$ cat config.mk
export PLATFORM = sky130hd
export DESIGN_NAME = i2c_slave
export DESIGN_NICKNAME = d
export VERILOG_FILES = /design/src/rtl/i2c_slave.sv
export SDC_FILE = /design/constraint.sdc
export NUM_CORES = 1
export LEC_CHECK = 0
export ABC_AREA = 1
export CORE_MARGIN = 10
export CORE_UTILIZATION = 50
export CTS_BUF_LIST = sky130_fd_sc_hd__clkbuf_16
export CTS_CLUSTER_SIZE = 8
export DETAILED_ROUTE_END_ITERATION = 7
export PLACE_DENSITY = 0.87
export RECOVER_POWER = 25
export SETUP_SLACK_MARGIN = 0.1
export SYNTH_ARGS = -nofsm -noshare
export SYNTH_HDL_FRONTEND = slang
export SYNTH_SLANG_ARGS = --single-unit
$ cat constraint.sdc
create_clock -name CLK -period 1.8 [get_ports CLK]
set_input_delay 0.54 -clock CLK [delete_from_list [all_inputs] [get_ports CLK]]
set_output_delay 0.54 -clock CLK [all_outputs]
set_load 0.05 [all_outputs]
$ cat src/rtl/i2c_slave.sv
// I2C target with an 8-bit register-file port: oversampled SCL/SDA, START/STOP detection, 7-bit address match.
// Defining I2C_SLAVE_FILTER_EN adds a persistence glitch filter (FILTER_LEN samples) on both synchronized lines.
module i2c_slave #(
  parameter logic [6:0] OWN_ADDR = 7'h3C
`ifdef I2C_SLAVE_FILTER_EN
  ,
  parameter int FILTER_LEN = 3
`endif
) (
  input  logic       CLK,
  input  logic       RST,
  input  logic       scl_in,
  input  logic       sda_in,
  output logic       sda_oe,
  output logic       wr_valid,
  output logic [7:0] wr_addr,
  output logic [7:0] wr_data,
  output logic [7:0] rd_addr,
  input  logic [7:0] rd_data,
  output logic       busy,
  output logic [3:0] state
);
  // Bus handshake: the slave only ever pulls SDA low (sda_oe=1) and changes sda_oe on SCL falling edges.
  typedef enum logic [3:0] {
    ST_IDLE      = 4'd0,
    ST_ADDR      = 4'd1,
    ST_ADDR_ACK  = 4'd2,
    ST_REG       = 4'd3,
    ST_REG_ACK   = 4'd4,
    ST_WDATA     = 4'd5,
    ST_WDATA_ACK = 4'd6,
    ST_RDATA     = 4'd7,
    ST_RDATA_ACK = 4'd8,
    ST_WAIT_STOP = 4'd9
  } state_t;

  state_t     r_state, w_state_nxt;
  logic       r_scl_s1, r_scl_s2, r_sda_s1, r_sda_s2;
  logic       w_scl, w_sda, r_scl_d, r_sda_d;
  logic       w_scl_rise, w_scl_fall, w_start, w_stop;
  logic [7:0] r_shift, w_shift_nxt, w_byte;
  logic [2:0] r_cnt, w_cnt_nxt;
  logic       r_sda_oe, w_sda_oe_nxt;
  logic       r_wr_valid, w_wr_valid_nxt;
  logic [7:0] r_wr_addr, w_wr_addr_nxt, r_wr_data, w_wr_data_nxt;
  logic [7:0] r_rd_addr, w_rd_addr_nxt;
  logic       r_inc, w_inc_nxt;
  logic       r_busy, w_busy_nxt;
  logic       r_rw, w_rw_nxt;
  logic       r_mack, w_mack_nxt;

  always_ff @(posedge CLK) begin
    if (RST) begin
      r_scl_s1 <= 1'b1;
      r_scl_s2 <= 1'b1;
      r_sda_s1 <= 1'b1;
      r_sda_s2 <= 1'b1;
      r_scl_d  <= 1'b1;
      r_sda_d  <= 1'b1;
    end else begin
      r_scl_s1 <= scl_in;
      r_scl_s2 <= r_scl_s1;
      r_sda_s1 <= sda_in;
      r_sda_s2 <= r_sda_s1;
      r_scl_d  <= w_scl;
      r_sda_d  <= w_sda;
    end
  end

`ifdef I2C_SLAVE_FILTER_EN
  localparam int FC_W = $clog2(FILTER_LEN + 1);
  logic            r_scl_f, r_sda_f;
  logic [FC_W-1:0] r_scl_fc, r_sda_fc;

  // Filtered value flips only after FILTER_LEN consecutive samples disagree with it.
  always_ff @(posedge CLK) begin
    if (RST) begin
      r_scl_f  <= 1'b1;
      r_sda_f  <= 1'b1;
      r_scl_fc <= '0;
      r_sda_fc <= '0;
    end else begin
      if (r_scl_s2 == r_scl_f) r_scl_fc <= '0;
      else if (r_scl_fc == FC_W'(FILTER_LEN - 1)) begin
        r_scl_f  <= r_scl_s2;
        r_scl_fc <= '0;
      end else r_scl_fc <= r_scl_fc + FC_W'(1);
      if (r_sda_s2 == r_sda_f) r_sda_fc <= '0;
      else if (r_sda_fc == FC_W'(FILTER_LEN - 1)) begin
        r_sda_f  <= r_sda_s2;
        r_sda_fc <= '0;
      end else r_sda_fc <= r_sda_fc + FC_W'(1);
    end
  end
  assign w_scl = r_scl_f;
  assign w_sda = r_sda_f;
`else
  assign w_scl = r_scl_s2;
  assign w_sda = r_sda_s2;
`endif

  assign w_scl_rise = w_scl & ~r_scl_d;
  assign w_scl_fall = ~w_scl & r_scl_d;
  assign w_start    = w_scl & r_scl_d & r_sda_d & ~w_sda;
  assign w_stop     = w_scl & r_scl_d & ~r_sda_d & w_sda;
  assign w_byte     = {r_shift[6:0], w_sda};

  always_comb begin
    w_state_nxt    = r_state;
    w_shift_nxt    = r_shift;
    w_cnt_nxt      = r_cnt;
    w_sda_oe_nxt   = r_sda_oe;
    w_wr_valid_nxt = 1'b0;
    w_wr_addr_nxt  = r_wr_addr;
    w_wr_data_nxt  = r_wr_data;
    w_rd_addr_nxt  = r_inc ? r_rd_addr + 8'd1 : r_rd_addr;
    w_inc_nxt      = 1'b0;
    w_busy_nxt     = r_busy;
    w_rw_nxt       = r_rw;
    w_mack_nxt     = r_mack;
    if (w_stop) begin
      w_state_nxt  = ST_IDLE;
      w_sda_oe_nxt = 1'b0;
      w_busy_nxt   = 1'b0;
    end else if (w_start) begin
      w_state_nxt  = ST_ADDR;
      w_cnt_nxt    = 3'd7;
      w_sda_oe_nxt = 1'b0;
    end else begin
      case (r_state)
        ST_ADDR: if (w_scl_rise) begin
          w_shift_nxt = w_byte;
          w_cnt_nxt   = r_cnt - 3'd1;
          if (r_cnt == 3'd0) begin
            if (w_byte[7:1] == OWN_ADDR) begin
              w_state_nxt = ST_ADDR_ACK;
              w_busy_nxt  = 1'b1;
              w_rw_nxt    = w_byte[0];
            end else w_state_nxt = ST_WAIT_STOP;
          end
        end
        ST_REG, ST_WDATA: if (w_scl_rise) begin
          w_shift_nxt = w_byte;
          w_cnt_nxt   = r_cnt - 3'd1;
          if (r_cnt == 3'd0) begin
            if (r_state == ST_REG) begin
              w_rd_addr_nxt = w_byte;
              w_state_nxt   = ST_REG_ACK;
            end else begin
              w_wr_valid_nxt = 1'b1;
              w_wr_addr_nxt  = r_rd_addr;
              w_wr_data_nxt  = w_byte;
              w_inc_nxt      = 1'b1;
              w_state_nxt    = ST_WDATA_ACK;
            end
          end
        end
        // First falling edge starts the ACK pulse, the second ends it.
        ST_ADDR_ACK, ST_REG_ACK, ST_WDATA_ACK: if (w_scl_fall) begin
          if (!r_sda_oe) w_sda_oe_nxt = 1'b1;
          else begin
            w_sda_oe_nxt = 1'b0;
            w_cnt_nxt    = 3'd7;
            if (r_state == ST_ADDR_ACK && r_rw) begin
              w_state_nxt  = ST_RDATA;
              w_shift_nxt  = rd_data;
              w_sda_oe_nxt = ~rd_data[7];
            end else if (r_state == ST_ADDR_ACK) w_state_nxt = ST_REG;
            else w_state_nxt = ST_WDATA;
          end
        end
        ST_RDATA: if (w_scl_fall) begin
          if (r_cnt == 3'd0) begin
            w_sda_oe_nxt  = 1'b0;
            w_rd_addr_nxt = r_rd_addr + 8'd1;
            w_state_nxt   = ST_RDATA_ACK;
          end else begin
            w_shift_nxt  = {r_shift[6:0], 1'b0};
            w_sda_oe_nxt = ~r_shift[6];
            w_cnt_nxt    = r_cnt - 3'd1;
          end
        end
        ST_RDATA_ACK: begin
          if (w_scl_rise) w_mack_nxt = w_sda;
          if (w_scl_fall) begin
            if (!r_mack) begin
              w_state_nxt  = ST_RDATA;
              w_shift_nxt  = rd_data;
              w_sda_oe_nxt = ~rd_data[7];
              w_cnt_nxt    = 3'd7;
            end else w_state_nxt = ST_WAIT_STOP;
          end
        end
        default: ;
      endcase
    end
  end

  always_ff @(posedge CLK) begin
    if (RST) begin
      r_state    <= ST_IDLE;
      r_shift    <= 8'd0;
      r_cnt      <= 3'd0;
      r_sda_oe   <= 1'b0;
      r_wr_valid <= 1'b0;
      r_wr_addr  <= 8'd0;
      r_wr_data  <= 8'd0;
      r_rd_addr  <= 8'd0;
      r_inc      <= 1'b0;
      r_busy     <= 1'b0;
      r_rw       <= 1'b0;
      r_mack     <= 1'b1;
    end else begin
      r_state    <= w_state_nxt;
      r_shift    <= w_shift_nxt;
      r_cnt      <= w_cnt_nxt;
      r_sda_oe   <= w_sda_oe_nxt;
      r_wr_valid <= w_wr_valid_nxt;
      r_wr_addr  <= w_wr_addr_nxt;
      r_wr_data  <= w_wr_data_nxt;
      r_rd_addr  <= w_rd_addr_nxt;
      r_inc      <= w_inc_nxt;
      r_busy     <= w_busy_nxt;
      r_rw       <= w_rw_nxt;
      r_mack     <= w_mack_nxt;
    end
  end

  assign sda_oe   = r_sda_oe;
  assign wr_valid = r_wr_valid;
  assign wr_addr  = r_wr_addr;
  assign wr_data  = r_wr_data;
  assign rd_addr  = r_rd_addr;
  assign busy     = r_busy;
  assign state    = r_state;
endmodule

* After elaboration in Yosys (flattened, before gate mapping)
Cells that the tools add are included.
** Storage, ports and cells
- Register bits :: 49
- Input bits :: 12
- Output and inout bits :: 31
- Word-level logic and storage cells :: 147
** Cells by class
- Add/sub/neg operators :: 2
- Equality and inequality tests :: 34
- Muxes and demuxes :: 52
- Bitwise logic cells :: 19
- Reductions and logical operators :: 22
** Operators with widths (count)
- $mux 8 :: 8
- $mux 7 :: 8
- $mux 4 :: 11
- $ne 3x3->1 const B :: 11
- $mux 3 :: 10
- $pmux 7 s4 :: 1
- $ne 2x2->1 const B :: 12
- $pmux 4 s5 :: 1
- $reduce_and 10->1 :: 2
- $eq 4x3->1 const B :: 4
- $pmux 8 s2 :: 1
- $not 1->1 :: 12
- $pmux 3 s4 :: 1
- $reduce_and 6->1 :: 2
- $reduce_and 11->1 :: 1
- $reduce_and 5->1 :: 2
- $reduce_bool 5->1 :: 2
- $mux 1 :: 9
- $reduce_and 9->1 :: 1
- $reduce_or 3->1 :: 3
- $add 8x1->8 const B :: 1
- $eq 4x2->1 const B :: 2
- $and 1x1->1 :: 7
- $eq 7x6->1 const B :: 1
- other kinds (15) :: 16

* Depth between registers and ports, before layout
Gate-level depths: netlist of run 1.
- Depth after elaboration :: 8
- Mapped depth :: 12
- Depth with buffers taken out :: 12

* Worst setup path before layout of run 1
Ideal clock, no wire load.
- Path type :: reg2reg
- From :: register r_state[2], in the netlist state[2]
- To :: register r_shift[0]
- Setup time :: 113 ps
- Arrival :: 1642 ps
- Data required time :: 1687 ps
- Slack :: 45 ps
- Stages on the path, launching flop included :: 10
- Buffers on the path :: 0
- Period minus slack after synthesis :: 1755 ps
- Cells stage by stage :: dfxtp_1 nor2_1 nand2_1 nand3_2 nand2_1 nand3_1 nor2_2 nand3_1 nand2_1 nor2_1
** On the way
- Word-level cells in the longest chain between the ends :: 4
- Elaborated cells on any way between the ends :: 22
- Classes of those cells :: eq/ne (16); mux (1); reduce/logical (5)
** Ends and longest elaborated chain
- start: declaration :: line 37 : state_t r_state, w_state_nxt;
- start signal: assignment :: line 214 : r_state <= w_state_nxt;
- $eq 4x2->1, or another cell as far along :: line 130, 164
- $reduce_or 3->1, or another cell as far along :: line 130 : case (r_state)
- $ne 2x2->1 (no source line), or another cell as far along
- $reduce_and 11->1 (no source line)
- end signal: assignment :: line 215 : r_shift <= w_shift_nxt;
- end: declaration :: line 41 : logic [7:0] r_shift, w_shift_nxt, w_byte;
Several ways; a longest one is shown, not always the timed one.
A chain may end at the register's enable or synchronous reset.

* Worst setup path in the final report of run 1
- From :: register r_state[1], in the netlist state[1]
- To :: register r_shift[3]
Same word-level chain as after synthesis.

==> results of run 1 <==
[timing repair]
item	CTS	global route
buffers inserted	0	2
hold endpoints to repair	0	0
endpoints found under the setup margin	10	32
resized for setup	2	36
cloned	0	1
pin swaps	0	8
[synthesized netlist by cell type (3+ instances only)]
| cell type | instances | area share [%] |
|---|---|---|
| o21ai_1 | 6 | 1.1 |
| nor2_1 | 55 | 7.4 |
| a31oi_1 | 4 | 0.89 |
| inv_1 | 44 | 5.9 |
| o211ai_1 | 4 | 1.1 |
| or2_2 | 4 | 0.89 |
| nand2_2 | 4 | 0.89 |
| nand4_1 | 3 | 0.67 |
| nand3_1 | 35 | 6.3 |
| clkbuf_1 | 5 | 0.67 |
| ha_1 | 3 | 1.3 |
| buf_2 | 4 | 0.72 |
| o21ai_0 | 38 | 6.8 |
| nor2_2 | 4 | 0.89 |
| nand2_1 | 114 | 15 |
| nand3_2 | 4 | 1.4 |
| nor3_1 | 4 | 0.72 |
| a21oi_1 | 22 | 3.9 |
| dfxtp_1 | 49 | 35 |
| inv_2 | 11 | 1.5 |
| o21bai_1 | 3 | 0.81 |
[worst paths after layout]
path | depth (start not counted) | start | to | slack [ns]
max reg2reg | 10 | state[1] | r_shift[3] | 0.16
max | 10 | state[1] | r_shift[3] | 0.16
min | 1 | r_scl_s1 | r_scl_s2 | 0.42
min reg2reg | 1 | r_scl_s1 | r_scl_s2 | 0.42
[routing by layer]
| metal | share of wire (%) | vias up |
|---|---|---|
| met2 | 48 | 136 |
| met4 | 3.1 | 0 |
| li1 | - | 1516 |
| met3 | 7.2 | 30 |
| met1 | 41 | 1393 |
| met5 | 0 | - |
[logic make-up (layout without fill, tap and decap cells)]
family,after synthesis,in the layout
AND/OR/NAND/NOR,234,235
AO/OA/AOI/OAI,82,82
buffers and inverters,66,119
flip-flops,49,49
adder cells (fa/ha/maj),3,3
XOR/XNOR,2,2
[sequential cells by signal, summed over array words and instances (netlist names)]
register and flops:
busy 1, sda_oe 1, rd_addr 8, r_rw 1, r_cnt 3, r_inc 1
r_sda_d 1, r_sda_s2 1, r_shift 7, state 4, wr_data 8, wr_addr 8
r_sda_s1 1, r_mack 1, r_scl_d 1, r_scl_s2 1, r_scl_s1 1
[per-stage QoR]
step	utilization, %	hold WS (ns)	instance area, um2
floorplan	-	0.389	2800
detailed placement	63.5	0.402	3470
global placement	63.5	0.393	3470
global route	67.6	0.429	3700
finish	67.6	0.416	3700
CTS	66.2	0.420	3620
[worst max-delay path, stage by stage, from the launching register on]
cell     delay [ns]
dfxtp_2        0.42
inv_2          0.06
nand2_1        0.10
nand3_2        0.20
nand3_4        0.16
nand2_2        0.09
nand2_4        0.10
inv_2          0.05
nor2_4         0.19
nor2_1         0.10
nor2_1         0.10
[power groups by stage]
stage	sequential, uW	clock, uW	combinational, uW
finish	1370	937	2090
global route	1380	987	2290
CTS	1350	940	1820
detailed placement	1380	0	1800
global placement	1370	0	1750
floorplan	1420	0	1250
[final cells by class]
| class | count | area (um2) | share of cell area, % |
|---|---|---|---|
| inverter | 55 | 209 | 5.65 |
| tap | 72 | 90.1 | 2.43 |
| clock buffer | 5 | 125 | 3.38 |
| multi-input combinational | 322 | 1670 | 45.2 |
| clock inverter | 3 | 17.5 | 0.473 |
| sequential | 49 | 993 | 26.8 |
| timing repair buffer | 56 | 594 | 16.1 |
==> metrics.txt, run 1 <==
status complete, no violations; Yosys cell types 32; Pre-antenna DRT Iters 5; register area share after synthesis between 30% and 40%; pre-CTS WS 0.0000128 ns; crit-path max FO 7; fin nets between 500 and 600; global-route wire length before repair 12.9 mm; commonest non-fill, non-tap cells in the layout 106 x nand2_1, 52 x nor2_1, 43 x dfxtp_1; Remaining DRCs 0; layout cells sized above 1 21.2%; clk_lat worst skew 0.29 ns; gr usage total ~17%; Final Skew around 0.0038 ns; met3 GRT Util 3.89%; Final Critical Period approximately 1.6 ns; synth-to-layout area growth 32.3%; unrepaired setup endpoints after global routing yes; Starting Density 51.1%; Async SR Flop Fraction 0%; # Max-Cap Violations 0; mux cell area share after synthesis 0%; # port buffers 42; fmax just over 600 MHz; I/O pin cnt between 40 and 50; Post-Syn Area between 0.002 and 0.003 mm2; total CTS buffers 5; WL final about 8.2 mm; XOR/XNOR Fraction of Synth Area less than 1%; Final setup viols 0; Post-synth EDFFs 0; vias in the first global route between 2,000 and 3,000; grt met2 use between 20 and 30%; Root Buffer clkbuf_16; Synth Area per Inst 6.41 um2; clock buffer depth 2; Die Ht approximately 95 um; hold crit path type reg -> reg; worst slew pin tran 0.609 ns; Antenna Cells 0; die area about 0.0090 mm2; Critical Path Start Type register; CP arrival 1.87 ns; CORE AREA ~0.0055 mm2; Placed Cells around 550; Cells after Synth approximately 440; H-tree Lvls 2; DP Wirelength 5.87 mm; Crit. End Element register; largest net degree at the start of global routing 32; number of routed nets with antenna violations 0; CTS Hold Buffers Added 0; Pwr Density about 1200 mW/mm2; Logic pwr share 47.5%; Final Instance Count excl. Fillers between 500 and 600; GRT met1 Usage a little over a fifth; initial antenna violation count 0; Clk pwr share roughly a fifth; GRT overflow 0; drt wl/cell 14.5 um; Switching Fraction roughly 44%; setup TNS 0 ns; sw power 1940 uW; Flop pwr share 31.2%; fin. max-slew vios 0; vias a little over 3,000; GPL Wtd Cong approximately 0.95; Slew headroom around three fifths; Crit Path Class reg -> reg; final setup margin 0.162 ns; Final Hold Fails 0; Data required, critical path 2.03 ns; post-synthesis compound-gate area fraction 16.2%; Max IR drop VDD 0.000679 V; most common cell after layout, fill and taps aside nand2_1; Leakage approximately 0.0017 uW; Synth Warn # 0; clock-pin slew on the worst setup and hold paths approximately 0.070 ns; CTS tree built; total power ~4400 uW; Final Cycle Share 91.0%; Core Rows 27; layer with the highest usage met2; vias per std cell approximately 5.5; Post-Synth Simple-Gate Area between 30% and 40%; largest family of logic cells by synthesized area simple AND/OR/NAND/NOR gates; Seq cells post-synth 49; Die X roughly 95 um; P_int around 2500 uW; ys flop type dfxtp_1; FILL cells about 480; Post-Syn Nets between 400 and 500; Synth Area in Adders 1.34%; Clock Sinks a little under 50; drt initial violations ~280
(Power assumes the default switching activity.)
==> run 2, diff against run 1 <==
CORE_UTILIZATION = 54   (was 50)
PLACE_DENSITY = 0.92   (was 0.87)
==> run 2 against run 1 <==
Count of clock-buffer cells in the layout unchanged. Largest cell class unchanged. Sequential cell count is the same. Global-route usage is 0.66 points higher. Highest routed layer unchanged.
==> metrics.txt, run 2 (synthesis gave the netlist of run 1 again) <==
final hold slack 0.411 ns; I/O pin cnt 43; Core Rows 26; HP Start r_sda_s1; most common cell after layout, fill and taps aside nand2_1; Clock Sinks 49; Crit Path Class reg -> reg; number of routed nets with antenna violations 0; vias per std cell between 5 and 6; reg2reg start state[0]; total power roughly 4600 uW; GPL Wtd Cong 0.934; H-tree Lvls 2; pre-CTS WS 0.00654 ns; CORE AREA 0.00507 mm2; vias between 3,000 and 4,000; worst slew pin tran 0.606 ns; Final Skew a little under 0.006 ns; Critical Path Start Type register; status complete, no violations; clock buffer depth 2; Max IR drop VDD a little over 0.001 V; vias in the first global route roughly 2,900; hold crit path type reg -> reg; drt wl/cell ~15 um; Final setup viols 0; largest net degree at the start of global routing 32; Starting Density 55.1%; clock-pin slew on the worst setup and hold paths about 0.070 ns; initial antenna violation count 0; clk_lat worst skew 0.29 ns; # Max-Cap Violations 0; CTS tree built; Die Ht between 90 and 100 um; layout cells sized above 1 23.6%; Final Cycle Share between 90% and 100%; GRT overflow 0; Slew headroom roughly 60%; unrepaired setup endpoints after global routing yes; global-route wire length before repair 13.0 mm; Final Hold Fails 0; fmax 604 MHz; commonest non-fill, non-tap cells in the layout 104 x nand2_1, 52 x nor2_1, 42 x dfxtp_1; fin nets ~510; Leakage approximately 0.0018 uW; DP Wirelength 5.93 mm; WL final about 8.3 mm; drt initial violations 330; Pre-antenna DRT Iters 5; CP arrival about 1.8 ns; Pwr Density around 1200 mW/mm2; die area approximately 0.0085 mm2; Remaining DRCs 0; Worst setup startpoint state[0]; Final Critical Period 1.66 ns; final setup margin roughly 0.14 ns; synth-to-layout area growth 36.6%; crit-path max FO 31; total CTS buffers 5; Die X about 92 um; gr usage total around 18%; fin. max-slew vios 0; # port buffers 42; Root Buffer clkbuf_16; Antenna Cells 0; Data required, critical path just under 2 ns; Crit. End Element register
-- run 2: cell count changes in the layout (fill, tap and decap cells not counted), sizes merged --
| cell | previous run | this run |
|---|---|---|
| buf | 32 | 37 |
| bufinv | 0 | 1 |
| clkbuf | 18 | 17 |
| dlymetal6s2s | 0 | 1 |
| inv | 57 | 56 |
-- run 2: area by class of cell --
| cell class | count | area, um2 |
|---|---|---|
| inverters | 55 | 214 |
| repair buffers | 61 | 647 |
| clock inverters | 3 | 43.8 |
| well taps | 70 | 87.6 |
| flip-flops and latches | 49 | 992 |
| clock buffers | 5 | 125 |
| fillers | 384 | 1260 |
| multi-input cells | 322 | 1710 |
-- run 2: per-stage QoR --
stage / std cells / area, um2 / TNS (ns) / util, %
floorplan: 436 / 2800 / 0 / -
global placement: 552 / 3490 / 0 / 68.8
detailed placement: 552 / 3490 / 0 / 68.8
CTS: 560 / 3660 / 0 / 72.2
global route: 565 / 3820 / -0.00355 / 75.2
finish: 565 / 3820 / 0 / 75.2
-- run 2: per-layer routing --
| metal | GRT usage (%) | wire length, um |
|---|---|---|
| met5 | 0 | 0 |
| met2 | 30.8 | 4140 |
| met4 | 6.56 | 254 |
| met1 | 21.8 | 3300 |
| met3 | 3.83 | 615 |
-- run 2: worst paths after layout --
path / slack [ns] / end / cells past startpoint
max: 0.14 / wr_data[6] / 8
min reg2reg: 0.41 / r_sda_s2 / 1
max reg2reg: 0.14 / wr_data[6] / 8
min: 0.41 / r_sda_s2 / 1
-- run 2: where the power goes --
group | internal (uW) | switching [uW]
combinational | 783 | 1400
clock | 658 | 420
sequential | 1210 | 162
total | 2650 | 1980
-- run 2: timing repair --
item | 4_1_cts | 5_1_grt
cloned | 0 | 1
setup endpoints to repair | 3 | 27
buffers inserted | 0 | 4
gates resized for setup | 1 | 46
pin swaps | 0 | 9
hold endpoints to repair | 0 | 0
hold buffers | 0 | 0
-- run 2: worst max-delay path, cell delays in order (launching register included) --
cell and delay, ns:
dfxtp_2 0.42, inv_4 0.08, nor2_1 0.21, nand2_2 0.17, nor2_2 0.20, buf_12 0.19, inv_1 0.09, nor2_1 0.13
nor2_1 0.06
==> run 3, diff against run 2 <==
HOLD_SLACK_MARGIN = 0.06   (was not set)
SETUP_SLACK_MARGIN = 0.3   (was 0.1)
==> run 3 against run 2 <==
The run now ends with design-rule violations left. Total power is 9.8% higher. Sequential cell count unchanged. Clock skew increased by 0.0043 ns. Worst hold slack improved by 0.0021 ns. Die area stayed put. Final cell count up 1.9%. Global-route usage grew 1.4 points. Combinational power increased by 22%. Sequential share of layout area is 1.2 points lower. Critical path depth rose by 2. Highest routed layer unchanged.
==> metrics.txt, run 3 (synthesis gave the netlist of run 1 again) <==
status finished, violations left; failing checks design-rule violations; Antenna Cells 0; Slew headroom around three fifths; Final setup viols 0; global-route wire length before repair between 10 and 15 mm; Data required, critical path 1.99 ns; initial antenna violation count 0; hold crit path type reg -> reg; die area between 0.008 and 0.009 mm2; Critical Path Start Type register; CTS Hold Buffers Added 0; CTS tree built; Die Ht approximately 92 um; Pwr Density around 1200 mW/mm2; Starting Density roughly 55%; fin nets 520; clock buffer depth 2; WL final roughly 11 mm; Remaining DRCs 8; Crit Path Class reg -> reg; Core Rows 26; GRT overflow 0; area of the multi-input gates ~0.0018 mm2; Die X ~90 um; total CTS buffers 5; drt wl/cell a little under 20 um; most common cell after layout, fill and taps aside nand2_1; synth-to-layout area growth 46.8%; storage element area approximately 0.0010 mm2; layout cells sized above 1 around a third; crit-path max FO 7; FILL cells 320; fmax between 500 and 600 MHz; vias approximately 3,500; GPL Wtd Cong about 0.93; Final Util between 80% and 90%; Placed Cells 547; gr usage total between 10% and 20%; largest net degree at the start of global routing 32; # port buffers 42; Crit. End Element register; unrepaired setup endpoints after global routing yes; drt initial violations slightly below 600; clock-pin slew on the worst setup and hold paths around 0.070 ns; # Max-Cap Violations 0; number of routed nets with antenna violations 0; critical path cell sequence inv_1 -> nand2_1 -> nand3_1 -> o21ai_2 -> nor2_1 -> nand2_1 -> nor2_4 -> nand3_2 -> nand2_1 -> nor2_1; vias in the first global route approximately 3,000; Final Critical Period roughly 1.8 ns; Leakage slightly below 0.002 uW; I/O pin cnt 43; Final Skew a little over 0.01 ns; most frequent CP cell nand2_1; Clock Sinks 49; Max IR drop VDD 0.000894 V; pre-CTS WS -0.0111 ns; CORE AREA 0.00507 mm2; Pre-antenna DRT Iters 8; critical path's slowest cell dfxtp_1; DP Wirelength slightly below 6 mm; worst slew pin tran between 0.6 and 0.7 ns; max incr delay on CP 0.34 ns; fin. max-slew vios 0; vias per std cell about 6; Root Buffer clkbuf_16; final setup margin 0.0290 ns; Final Cycle Share 98.4%; H-tree Lvls 2; clk_lat worst skew ~0.3 ns; CP arrival ~2.0 ns; Final Hold Fails 0; Final Instance Count excl. Fillers 576; commonest non-fill, non-tap cells in the layout 98 x nand2_1, 46 x nor2_1, 38 x inv_1
==> run 3: per-layer routing <==
metal  global-route usage [%]  routed length [um]
met1                     22.1                4110
met4                     7.07                 701
met2                     34.8                5210
met3                     4.40                1160
met5                        0                   0
==> run 3: where the power goes <==
group | internal [uW] | total, uW | switching [uW]
combinational | 968 | 2670 | 1700
sequential | 1220 | 1410 | 191
clock | 528 | 1010 | 482
total | 2720 | 5090 | 2370
==> run 3: repair_timing <==
action / 4_1_cts / 5_1_grt
cloned: 0 / 3
setup endpoints to repair: 30 / 46
setup buffers: 4 / 14
gates resized for setup: 55 / 46
pin swaps: 11 / 18
==> run 3: area by class of cell <==
class | instances | area share [%]
clock buffer | 5 | 3.05
clock inverter | 3 | 0.610
inverter | 55 | 5.52
multi-input combinational | 321 | 44.7
sequential | 49 | 24.8
tap | 70 | 2.13
timing repair buffer | 73 | 19.2
==> run 3: worst paths after layout <==
check	slack (ns)	start	cells past startpoint	end
max	0.03	r_scl_s2	10	r_shift[5]
max reg2reg	0.03	r_scl_s2	10	r_shift[5]
min reg2reg	0.41	r_scl_s1	1	r_scl_s2
min	0.41	r_scl_s1	1	r_scl_s2
==> run 3: worst max-delay path, delay by kind of cell (launching register included) <==
| kind | cells | cell delay [ns] |
|---|---|---|
| and+or+nand+nor | 8 | 1.15 |
| buffers and inverters | 1 | 0.08 |
| DFF | 1 | 0.34 |
| AOI/OAI and AO/OA | 1 | 0.08 |
==> run 3: through the flow <==
step           TNS (ns)  total power, uW  hold slack [ns]  instance area [um2]
3_5_place_dp    -0.0111             3190            0.397                 3470
4_1_cts               0             4560            0.414                 3860
5_1_grt          -0.282             5300            0.424                 4100
2_1_floorplan         0             2690            0.389                 2820
6_report              0             5090            0.413                 4100
3_3_place_gp          0             3120            0.392                 3470
==> RTL edit: new RTL, config.mk and constraints of run 3 <==
Remove the register `r_wr_valid`: a continuous assignment takes its place, so the output `wr_valid` follows one clock earlier.
--- a/src/rtl/i2c_slave.sv
+++ b/src/rtl/i2c_slave.sv
@@ -204,3 +204,2 @@
       r_sda_oe   <= 1'b0;
-      r_wr_valid <= 1'b0;
       r_wr_addr  <= 8'd0;
@@ -217,3 +216,2 @@
       r_sda_oe   <= w_sda_oe_nxt;
-      r_wr_valid <= w_wr_valid_nxt;
       r_wr_addr  <= w_wr_addr_nxt;
@@ -227,2 +225,4 @@
   end
+
+  assign r_wr_valid = w_wr_valid_nxt;
 
Formal check against the unedited RTL: same outputs for any inputs over 10 cycles, from zero or initial values and one cycle with RST high; that may be too few to reach the edited logic, so the function may still have changed.
==> RTL edit against run 3 <==
The flow finishes with violations (DRC, setup timing); total power is 30% higher; combinational power is 50% higher; routed wire length up 38%; setup slack got worse by 0.32 ns; sequential share of layout area fell by 2.2 points; first-iteration DRC count is 55% higher; sequential cell count unchanged; critical path depth unchanged; clock skew is 0.00088 ns higher; non-clock buffer count grew 20; final area grew 9.0%; area after synthesis shrank 3.0%; worst hold slack better by 0.011 ns; critical endpoint is now r_shift[2]; highest routed layer unchanged.
==> RTL edit: results (changes against run 3) <==
GR Util met3 8.06% (+3.7 points); initial DRC count 926 (+55%); DRC Markers 1 (-7); sequential share of power 23.8% (-4.0 points); sequential fraction of the synthesis area 36.2% (+1.1 points); routed wl met2 6.70 mm (+29%); Worst EP arrival 2.34 ns (+0.38 ns); WL met1 4.83 mm (+18%); Port Buffer Count 42 (unchanged); worst vdd ir 1.12 mV (+26%); met1 Resource Use GR 29.8% (+7.7 points); final setup fails 39 (+39); final WL 15.5 mm (+38%); failing checks DRC, setup timing; Sw Share 53.1% (+6.5 points); number of global-route vias before repair 3386 (+12%); layout cell share with drive strength beyond 1 43.5% (+12 points); # fillers 148 (-54%); most frequent cells after synthesis nand2_1 (106), nor2_1 (62), dfxtp_1 (49); post-route setup TNS -5.29 ns (-5.29 ns); global-route wire length before repair 18.2 mm (+30%); Comb. pwr 0.00400 W (+50%); post-synthesis cell type count 33 (+3.1%); met2 GRT Util 45.7% (+11 points); actual slew at the worst max-slew pin 0.617 ns (+0.00753 ns); number of gates resized after cts 95 (+73%); CP max FO 14 (+7); Syn Nets 428 (-5.1%); drt via density 6.85 (+11%); Async SR Flop Fraction 0% (unchanged); clock skew 0.0111 ns (+0.000877 ns); worst skew pair latency 0.32 ns (+0.02 ns); largest net degree at the start of global routing 32 (unchanged); status complete, but fails checks; leak pwr 2.02 nW (+4.9%); setup ws final -0.290 ns (-0.319 ns); Layout Nets 517 (-0.58%); DP Wirelength 5.73 mm (-3.3%); met3 routed WL 2.28 mm (+96%); Post-CTS Setup Repair Bufs 25 (+21); GP Congestion 0.947 (+1.9%); total track usage 27.6% (+8.1 points); Area contributors post-synth dfxtp_1 (36%), nand2_1 (15%), nor2_1 (8.6%), inv_1 (6.1%), o21ai_0 (6.1%)
==> RTL edit: kinds of logic (layout without fill, tap and decap cells) <==
kind of cell	Yosys count	in the layout	synth area share, %
XOR/XNOR	6	6	1.94
adder cells (fa/ha/maj)	3	3	1.38
flip-flops	49	49	36.2
buffers and inverters	62	152	9.46
AO/OA/AOI/OAI	63	63	12.8
AND/OR/NAND/NOR	230	230	38.3
==> RTL edit: layout make-up <==
type / instances / area, um^2 / area share (%)
Clock buffer: 5 / 125 / 2.80
Tap cell: 67 / 83.8 / 1.87
Multi-Input combinational cell: 302 / 1950 / 43.5
Clock inverter: 3 / 21.3 / 0.475
Timing Repair Buffer: 93 / 1070 / 24.0
Sequential cell: 49 / 1010 / 22.6
Inverter: 51 / 211 / 4.73
==> RTL edit: path summary, 6_finish.rpt <==
check                           startpoint          to  slack (ns)  depth (start not counted)
worst min-delay path              r_sda_s1    r_sda_s2        0.42                          1
worst max register to register    state[3]  r_shift[2]       -0.29                         10
worst max-delay path              state[3]  r_shift[2]       -0.29                         10
worst min register to register    r_sda_s1    r_sda_s2        0.42                          1
==> RTL edit: through the flow <==
stage	worst slack (ns)	total power [W]	cells	cell area [um^2]	hold slack [ns]
after floorplan	0.125	0.00339	413	2790	0.389
after global placement	0.115	0.00393	522	3410	0.391
after detailed placement	0.0920	0.00401	522	3410	0.400
after CTS	-0.134	0.00527	558	4130	0.415
after global routing	-0.362	0.00685	570	4470	0.445
final	-0.290	0.00661	570	4470	0.423
==> RTL edit: critical path, cell delays in order (launching register included) <==
cell and delay [ns]:
dfxtp_4 0.41, nor2_4 0.25, nand2_1 0.23, nand3_2 0.18, nand2_1 0.18, nand3_2 0.17, nor2_4 0.05, buf_12 0.15
nand2_1 0.10, nand2_1 0.12, nor2_1 0.16
